`config.mk`:
```
export PLATFORM = sky130hd
export DESIGN_NAME = hf_tans_recoder
export DESIGN_NICKNAME = d
export VERILOG_FILES = /design/src/rtl/hf_tans_recoder.sv
export SDC_FILE = /design/constraint.sdc
export NUM_CORES = 1
export LEC_CHECK = 0
export BUFFER_PORTS_ARGS = -buffer_cell sky130_fd_sc_hd__buf_2
export CAP_MARGIN = 40
export CORE_AREA = 2 2 39 41
export DETAILED_ROUTE_END_ITERATION = 16
export DIE_AREA = 0 0 41 43
export GPL_TIMING_DRIVEN = 1
export MAX_ROUTING_LAYER = met4
export PLACE_DENSITY_LB_ADDON = 0.1
export SYNTH_ARGS = -nofsm -noshare
export SYNTH_HDL_FRONTEND = slang
export SYNTH_SLANG_ARGS = --single-unit
```
`constraint.sdc`:
```
create_clock -name PHI -period 2 [get_ports PHI]
set_input_delay 0.1 -clock PHI [delete_from_list [all_inputs] [get_ports PHI]]
set_output_delay 0.1 -clock PHI [all_outputs]
set_load 0.005 [all_outputs]
```
`src/rtl/hf_tans_recoder.sv`:
```
// -----------------------------------------------------------------------------
// hf_tans_recoder
//
// Streaming recoder from 2-bit Huffman symbol codes (A, B, C) to a tANS
// bitstream with table size L = 16 and fixed frequencies f_A = 8, f_B = 6,
// f_C = 2. One symbol is accepted per clock. For each symbol, 0-3
// renormalisation bits are emitted together with a bit count.
//
// The true tANS state is x = 16 + s, where s is the 4-bit stored state. The
// spread table (slot 0..15) is:
//   A B A C A B A B A B A C A B A B
//
// Ports
//   PHI          clock, rising edge
//   RST          asynchronous, active-high reset
//   I_F          initial flag: the symbol on this edge starts from x = 16
//   i_stream     symbol code: 00 = A, 10 = B, 11 = C, anything else = idle
//   BTR          number of valid bits in o_stream (0-3)
//   o_stream     emitted bits, right-justified, unused upper bits zero
//   final_state  current stored state s, so the packer can flush it
//
// Configuration macro
//   HF_TANS_PIPE_EN  When defined, BTR and o_stream pass through one extra
//                    output register, giving 2-cycle latency. final_state
//                    timing is unchanged.
// -----------------------------------------------------------------------------
module hf_tans_recoder (
  input  logic       PHI,
  input  logic       RST,
  input  logic       I_F,
  input  logic [1:0] i_stream,
  output logic [1:0] BTR,
  output logic [2:0] o_stream,
  output logic [3:0] final_state
);

  logic [3:0] s_q, s_d;
  logic [1:0] btr_q, btr_d;
  logic [2:0] bits_q, bits_d;
  logic [3:0] s_cur;

  // The y-th B slot in the spread table: 1, 5, 7, 9, 13, 15.
  function automatic logic [3:0] b_slot(input logic [2:0] y);
    logic [3:0] slot;
    case (y)
      3'd0:    slot = 4'd1;
      3'd1:    slot = 4'd5;
      3'd2:    slot = 4'd7;
      3'd3:    slot = 4'd9;
      3'd4:    slot = 4'd13;
      3'd5:    slot = 4'd15;
      default: slot = 4'd0;
    endcase
    return slot;
  endfunction

  always_comb begin
    // I_F discards the stored state: pre-state x = 16, i.e. s = 0.
    s_cur  = I_F ? 4'd0 : s_q;
    s_d    = s_cur;
    btr_d  = 2'd0;
    bits_d = 3'd0;
    case (i_stream)
      2'b00: begin
        // A: x >> 1 = 8 + s[3:1], so y = s[3:1]; A slots are the even ones.
        btr_d  = 2'd1;
        bits_d = {2'b00, s_cur[0]};
        s_d    = {s_cur[3:1], 1'b0};
      end
      2'b10: begin
        if (!s_cur[3]) begin
          // B with x < 24: k = 1, x >> 1 = 8 + s[2:1], y = 2 + s[2:1].
          btr_d  = 2'd1;
          bits_d = {2'b00, s_cur[0]};
          s_d    = b_slot(3'd2 + {1'b0, s_cur[2:1]});
        end else begin
          // B with x >= 24: k = 2, x >> 2 = 6 + s[2], y = s[2].
          btr_d  = 2'd2;
          bits_d = {1'b0, s_cur[1:0]};
          s_d    = b_slot({2'b00, s_cur[2]});
        end
      end
      2'b11: begin
        // C: k = 3, x >> 3 = 2 + s[3], y = s[3]; C slots are 3 and 11.
        btr_d  = 2'd3;
        bits_d = s_cur[2:0];
        s_d    = {s_cur[3], 3'b011};
      end
      default: begin
        // Idle (including unknown codes): no bits; s holds unless I_F.
        btr_d  = 2'd0;
        bits_d = 3'd0;
      end
    endcase
  end

  always_ff @(posedge PHI or posedge RST) begin
    if (RST) begin
      s_q    <= 4'd0;
      btr_q  <= 2'd0;
      bits_q <= 3'd0;
    end else begin
      s_q    <= s_d;
      btr_q  <= btr_d;
      bits_q <= bits_d;
    end
  end

  assign final_state = s_q;

`ifdef HF_TANS_PIPE_EN
  // Extra output stage for BTR / o_stream only; state is not delayed.
  logic [1:0] btr_p_q;
  logic [2:0] bits_p_q;

  always_ff @(posedge PHI or posedge RST) begin
    if (RST) begin
      btr_p_q  <= 2'd0;
      bits_p_q <= 3'd0;
    end else begin
      btr_p_q  <= btr_q;
      bits_p_q <= bits_q;
    end
  end

  assign BTR      = btr_p_q;
  assign o_stream = bits_p_q;
`else
  assign BTR      = btr_q;
  assign o_stream = bits_q;
`endif

endmodule

```
==> flow_metrics.py, run 1 <==
metrics = {
    "status": {
        "status": "finished clean",
    },
    "sta": {
        "tns_ps": 0,
        "relSlewSlack_pct": 76.5,
        "timing.hold.ws_ps": 66.4,
        "finalCriticalPeriod_ps": 1050,
        "fmax_ghz": 0.949,
        "finalCritPeriodShare_pct": 52.7,
        "worstMarginPinSlew_ps": 352,
        "setup_viol": 0,
        "grt_setup_unrepaired": "no",
        "finClkSkew_ps": 6.59,
        "slew_viol_final": 0,
        "hold_viol": 0,
    },
    "cts": {
        "clock_sinks": 9,
        "clk_pin_slew_ps": 60,
        "h-tree-depth": 1,
        "cts_tree": "built",
        "clock_latency_ps": 260,
        "cts_buffers": 3,
        "cts_root_buffer": "clkbuf_4",
        "cts_buffer_depth": 2,
    },
    "setup_path": {
        "endpoint_kind": "flop",
        "path_class": "reg2reg",
        "r2r_end": "final_state[3]$_DFF_PP0_",
        "crit_arrival_ps": 1250,
        "path_cells": "or3_1 -> a21oi_2",
        "path_depth": 2,
        "crit_path_max_fanout": 8,
        "cp-start-kind": "flop",
        "crit_family": "flip-flops",
        "critical_path_buf_inv_count": 0,
        "rr_startpoint": "final_state[3]$_DFF_PP0_",
        "rr_worst_depth": 2,
        "rrSetupSlack_ps": 950,
        "cp.required_ps": 2200,
        "slowest_stage": "dfrtp_1",
        "max_stage_delay_ps": 460,
    },
    "route": {
        "drt-initial-drc-count": 5,
        "num_vias": 322,
        "first_pass_iters": 2,
        "postRouteAntennaNets": 0,
        "routed_wl_um": 832,
        "wl_per_cell_um": 12.2,
        "vias_per_cell": 4.74,
        "drc": 0,
    },
    "placed_design": {
        "place_congestion": 0.790,
        "hpwlAfterDp_um": 599,
        "io_buffers": 13,
    },
    "yosys": {
        "synth_area_leaders": "dfrtp_1 (58%), nor2_1 (3.8%), nand2b_4 (3.5%), nor2b_1 (3.2%), inv_1 (2.9%)",
        "synth_top_area_cell": "dfrtp_1",
        "synth_nets": 40,
        "synth_top_cell_area_share_pct": 57.5,
        "syn-mean-instance-area_sq_um": 11.2,
        "yosysUniqueCellTypes": 20,
        "ys_seq_elements": 9,
        "synth.yosys.warnings": 0,
        "synthCells": 35,
        "synthesis.area_sq_um": 392,
        "yosysSeqAreaShare_pct": 57.5,
    },
    "pwr": {
        "power_mw": 0.401,
        "p_leak_nw": 0.269,
        "peakVddDrop_uv": 292,
        "p_per_area_nw_per_um2": 793,
    },
    "grt": {
        "grt_pass1_vias": 306,
        "antenna_found_initial": 0,
        "grt_max_degree": 10,
        "grt_pass1_wl_um": 1300,
        "grt_usage_pct": 12.1,
        "grt_overflow": 0,
    },
    "floorplanning": {
        "initial_core_util_pct": 28.3,
        "io_pins": 14,
        "chipWidth_um": 41,
        "dieHeight_um": 43,
        "rows": 14,
        "die_area_sq_um": 1760,
        "coreArea_sq_um": 1380,
    },
    "flow_run": {
        "cap_violations": 0,
    },
    "layout": {
        "fill_cells": 154,
        "final_util_pct": 36.5,
        "layout_common_cells": "buf_2 (13), dfrtp_1 (9), nor2_1 (4), inv_1 (3), clkbuf_4 (3)",
        "n_antenna_cell": 0,
        "final_layout_size_suffix_gt1_share_pct": 38.5,
        "nNetsFinal": 58,
        "final_common_cell": "buf_2",
        "area_growth_pct": 29.1,
    },
    "worst_hold_path": {
        "hold_depth": 2,
        "hold_class": "in2reg",
        "min_to": "final_state[3]$_DFF_PP0_",
        "worstHoldStart": "I_F",
    },
}
-- metrics by stage --
step | cells | cell area [sq um] | setup WS [ps]
6_report | 68 | 505 | 946
4_1_cts | 68 | 505 | 943
3_5_place_dp | 63 | 469 | 960
2_1_floorplan | 35 | 392 | 1000
3_3_place_gp | 63 | 469 | 981
5_1_grt | 68 | 505 | 874
-- power breakdown --
part           switching [mW]  internal [mW]  leakage (nW)
Combinational          0.0291         0.0273         0.142
Sequential             0.0118          0.194         0.112
Clock                  0.0619         0.0768        0.0150
-- cells in the mapped netlist --
cell type and instances:
a211oi_1 1, a21oi_1 2, a21oi_2 1, a22o_1 1
a31o_2 1, a31oi_1 1, and3_2 1, buf_4 1
dfrtp_1 9, inv_1 3, nand2_1 1, nand2b_4 1
nor2_1 4, nor2b_1 2, nor3_1 1, nor3b_1 1
o211a_1 1, o211ai_1 1, or3_1 1, xor2_1 1
-- flip-flops by register name, summed over array words and instances (netlist names) --
register and flops:
final_state 4, o_stream 3, BTR 2
-- what timing repair did --
action                    4_1_cts  5_1_grt
hold endpoints to repair        9        0
resized for setup               0        0
setup buffers                   0        0
hold buffers                    1        0
-- worst max path at each step --
stage                                   startpoint                       end
final                     final_state[3]$_DFF_PP0_  final_state[3]$_DFF_PP0_
after global routing      final_state[2]$_DFF_PP0_  final_state[1]$_DFF_PP0_
after CTS                 final_state[2]$_DFF_PP0_  final_state[3]$_DFF_PP0_
after detailed placement  final_state[2]$_DFF_PP0_  final_state[3]$_DFF_PP0_
after global placement    final_state[1]$_DFF_PP0_  final_state[3]$_DFF_PP0_
after floorplan           final_state[3]$_DFF_PP0_  final_state[3]$_DFF_PP0_
-- cells by family (layout without fill, tap and decap cells) --
kind of cell	count (synthesis)	in the layout	synth area share (%)
simple gates	12	12	18.2
compound gates	9	9	17.3
flops	9	9	57.5
buf+inv	4	21	4.79
xor+xnor	1	1	2.24
-- cell type report --
| cell class | count | area, sq um | area share [%] |
|---|---|---|---|
| well taps | 16 | 20.0 | 3.96 |
| inverters | 3 | 11.3 | 2.23 |
| repair buffers | 14 | 75.1 | 14.9 |
| multi-input cells | 22 | 148 | 29.2 |
| clock buffers | 4 | 26.3 | 5.20 |
| flip-flops and latches | 9 | 225 | 44.6 |
-- routing by layer --
layer  up-vias  GRT usage (%)  share of wire (%)
met5         -              -                  0
met1       152           13.5                 44
met2        15           16.3                 46
met4         0           8.00                1.4
li1        153              -                  -
met3         2           6.28                8.5
(Power assumes the default switching activity.)
==> run 2: changes to the inputs <==
Clock period 2 ns to 0.9 ns, I/O delays scaled along.
==> flow_metrics.py, run 2 (synthesized netlist as in run 1, its figures left out) <==
metrics = {
    "layout": {
        "seqCellArea_sq_um": 225,
        "layout_common_cells": "buf_2 (13), dfrtp_1 (9), buf_4 (7), nor2_1 (4)",
        "nNetsFinal": 66,
        "largest_reg_flops": 4,
        "area_growth_pct": 46.3,
        "multi_input_comb_area_sq_um": 151,
        "fill_cells": 150,
        "final_layout_size_suffix_gt1_share_pct": 48.3,
        "final_common_cell": "buf_2",
        "n_antenna_cell": 0,
    },
    "status": {
        "violations": "negative setup slack",
        "status": "complete, but fails checks",
    },
    "sta": {
        "worstMarginPinSlew_ps": 334,
        "setup_viol": 6,
        "relSlewSlack_pct": 77.7,
        "slew_viol_final": 0,
        "tns_ps": -529,
        "finalCritPeriodShare_pct": 112,
        "grt_setup_unrepaired": "yes",
        "fmax_ghz": 0.992,
        "finalCriticalPeriod_ps": 1010,
        "fin_ws_ps": -108,
        "timing.hold.ws_ps": 12.4,
        "finClkSkew_ps": 0.514,
        "hold_viol": 0,
    },
    "placed_design": {
        "pre_cts_slack_ps": -101,
        "io_buffers": 13,
        "place_congestion": 0.756,
        "hpwlAfterDp_um": 619,
    },
    "grt": {
        "grt_overflow": 0,
        "grt_usage_pct": 12.3,
        "grt_pass1_vias": 340,
        "grt_max_degree": 10,
        "antenna_found_initial": 0,
        "grt_pass1_wl_um": 1380,
    },
    "cts": {
        "cts_tree": "built",
        "cts_buffer_depth": 2,
        "cts_root_buffer": "clkbuf_4",
        "clk_pin_slew_ps": 60,
        "h-tree-depth": 1,
        "clock_latency_ps": 260,
        "clock_sinks": 9,
        "cts_buffers": 3,
    },
    "setup_path": {
        "endpoint_kind": "flop",
        "path_cells": "nor2_1 -> or3_1 -> a21oi_2",
        "critical_path_buf_inv_count": 0,
        "max_stage_delay_ps": 410,
        "crit_arrival_ps": 1200,
        "path_class": "reg2reg",
        "slowest_stage": "dfrtp_1",
        "crit_family": "flip-flops",
        "cp-start-kind": "flop",
        "crit_path_max_fanout": 4,
        "cp.required_ps": 1090,
    },
    "pwr": {
        "power_frac_clock_pct": 32.8,
        "power_mw": 0.936,
        "peakVddDrop_uv": 555,
        "switching_share_pct": 25.1,
        "p_sw_mw": 0.235,
        "p_per_area_nw_per_um2": 1630,
        "comb_power_share_pct": 19.1,
        "p_leak_nw": 0.310,
        "seqPwrFrac_pct": 48.1,
        "intPower_mw": 0.701,
    },
    "route": {
        "drt-initial-drc-count": 4,
        "num_vias": 353,
        "drc": 0,
        "met2RoutedLength_um": 397,
        "postRouteAntennaNets": 0,
        "met3WireLength_um": 50,
        "routed_wl_um": 810,
        "first_pass_iters": 4,
        "top_layer": "met4",
        "wl_met1_um": 337,
        "vias_per_cell": 4.64,
        "wl_per_cell_um": 10.7,
    },
    "floorplanning": {
        "coreArea_sq_um": 1380,
        "die_area_sq_um": 1760,
        "rows": 14,
        "io_pins": 14,
        "initial_core_util_pct": 28.3,
        "chipWidth_um": 41,
        "dieHeight_um": 43,
    },
    "flow_run": {
        "cap_violations": 0,
    },
    "worst_hold_path": {
        "hold_class": "in2reg",
    },
}
run 2: cell types whose count changed in the layout (fill, tap and decap cells not counted):
| cell | delta |
|---|---|
| buf_4 | +7 |
| a21oi_1 | -1 |
| a21oi_2 | +1 |
| buf_6 | +1 |
run 2: final timing paths:
| check | from | end | slack, ps | depth (start not counted) |
|---|---|---|---|---|
| min reg2reg | final_state[0]$_DFF_PP0_ | final_state[0]$_DFF_PP0_ | 540 | 1 |
| min in group asynchronous | RST | final_state[1]$_DFF_PP0_ | 290 | 3 |
| max | final_state[1]$_DFF_PP0_ | final_state[3]$_DFF_PP0_ | -110 | 3 |
| min | I_F | final_state[3]$_DFF_PP0_ | 10 | 2 |
| max in group asynchronous | RST | o_stream[0]$_DFF_PP0_ | 370 | 3 |
| max reg2reg | final_state[1]$_DFF_PP0_ | final_state[3]$_DFF_PP0_ | -110 | 3 |
run 2: final cells by class:
type | count | share of cell area, %
timing repair buffer | 22 | 24.2
inverter | 3 | 1.97
tap | 16 | 3.49
sequential | 9 | 39.3
clock buffer | 4 | 4.59
multi-input combinational | 22 | 26.4
run 2: worst register-to-register path, delay by kind of cell, from the launching register on:
| kind | cells | cell delay (ps) |
|---|---|---|
| compound gates | 1 | 120 |
| flops | 1 | 410 |
| simple gates | 2 | 400 |
run 2: layer usage:
layer | vias up | track usage [%]
li1 | 169 | -
met1 | 165 | 14.5
met2 | 15 | 16.9
met3 | 4 | 3.14
met4 | 0 | 10.0
met5 | - | -
run 2: stage by stage:
step / util, % / instances / cell area, sq um
after floorplan: - / 35 / 392
after global placement: 37.7 / 70 / 522
after detailed placement: 37.7 / 70 / 522
after CTS: 41.1 / 76 / 569
after global routing: 41.4 / 76 / 573
final: 41.4 / 76 / 573
run 2: power groups by stage:
| stage | Clock [mW] | Combinational [mW] | Sequential, mW |
|---|---|---|---|
| 2_1_floorplan | 0 | 0.0680 | 0.465 |
| 5_1_grt | 0.337 | 0.199 | 0.455 |
| 4_1_cts | 0.321 | 0.180 | 0.451 |
| 6_report | 0.307 | 0.178 | 0.450 |
| 3_3_place_gp | 0 | 0.165 | 0.456 |
| 3_5_place_dp | 0 | 0.165 | 0.458 |
run 2: timing repair:
| action | CTS | global route |
|---|---|---|
| hold buffers | 1 | 0 |
| buffers inserted | 1 | 0 |
| hold endpoints to repair | 9 | 0 |
| gates resized for setup | 1 | 1 |
| pin swaps | 1 | 1 |
| setup endpoints to repair | 6 | 9 |
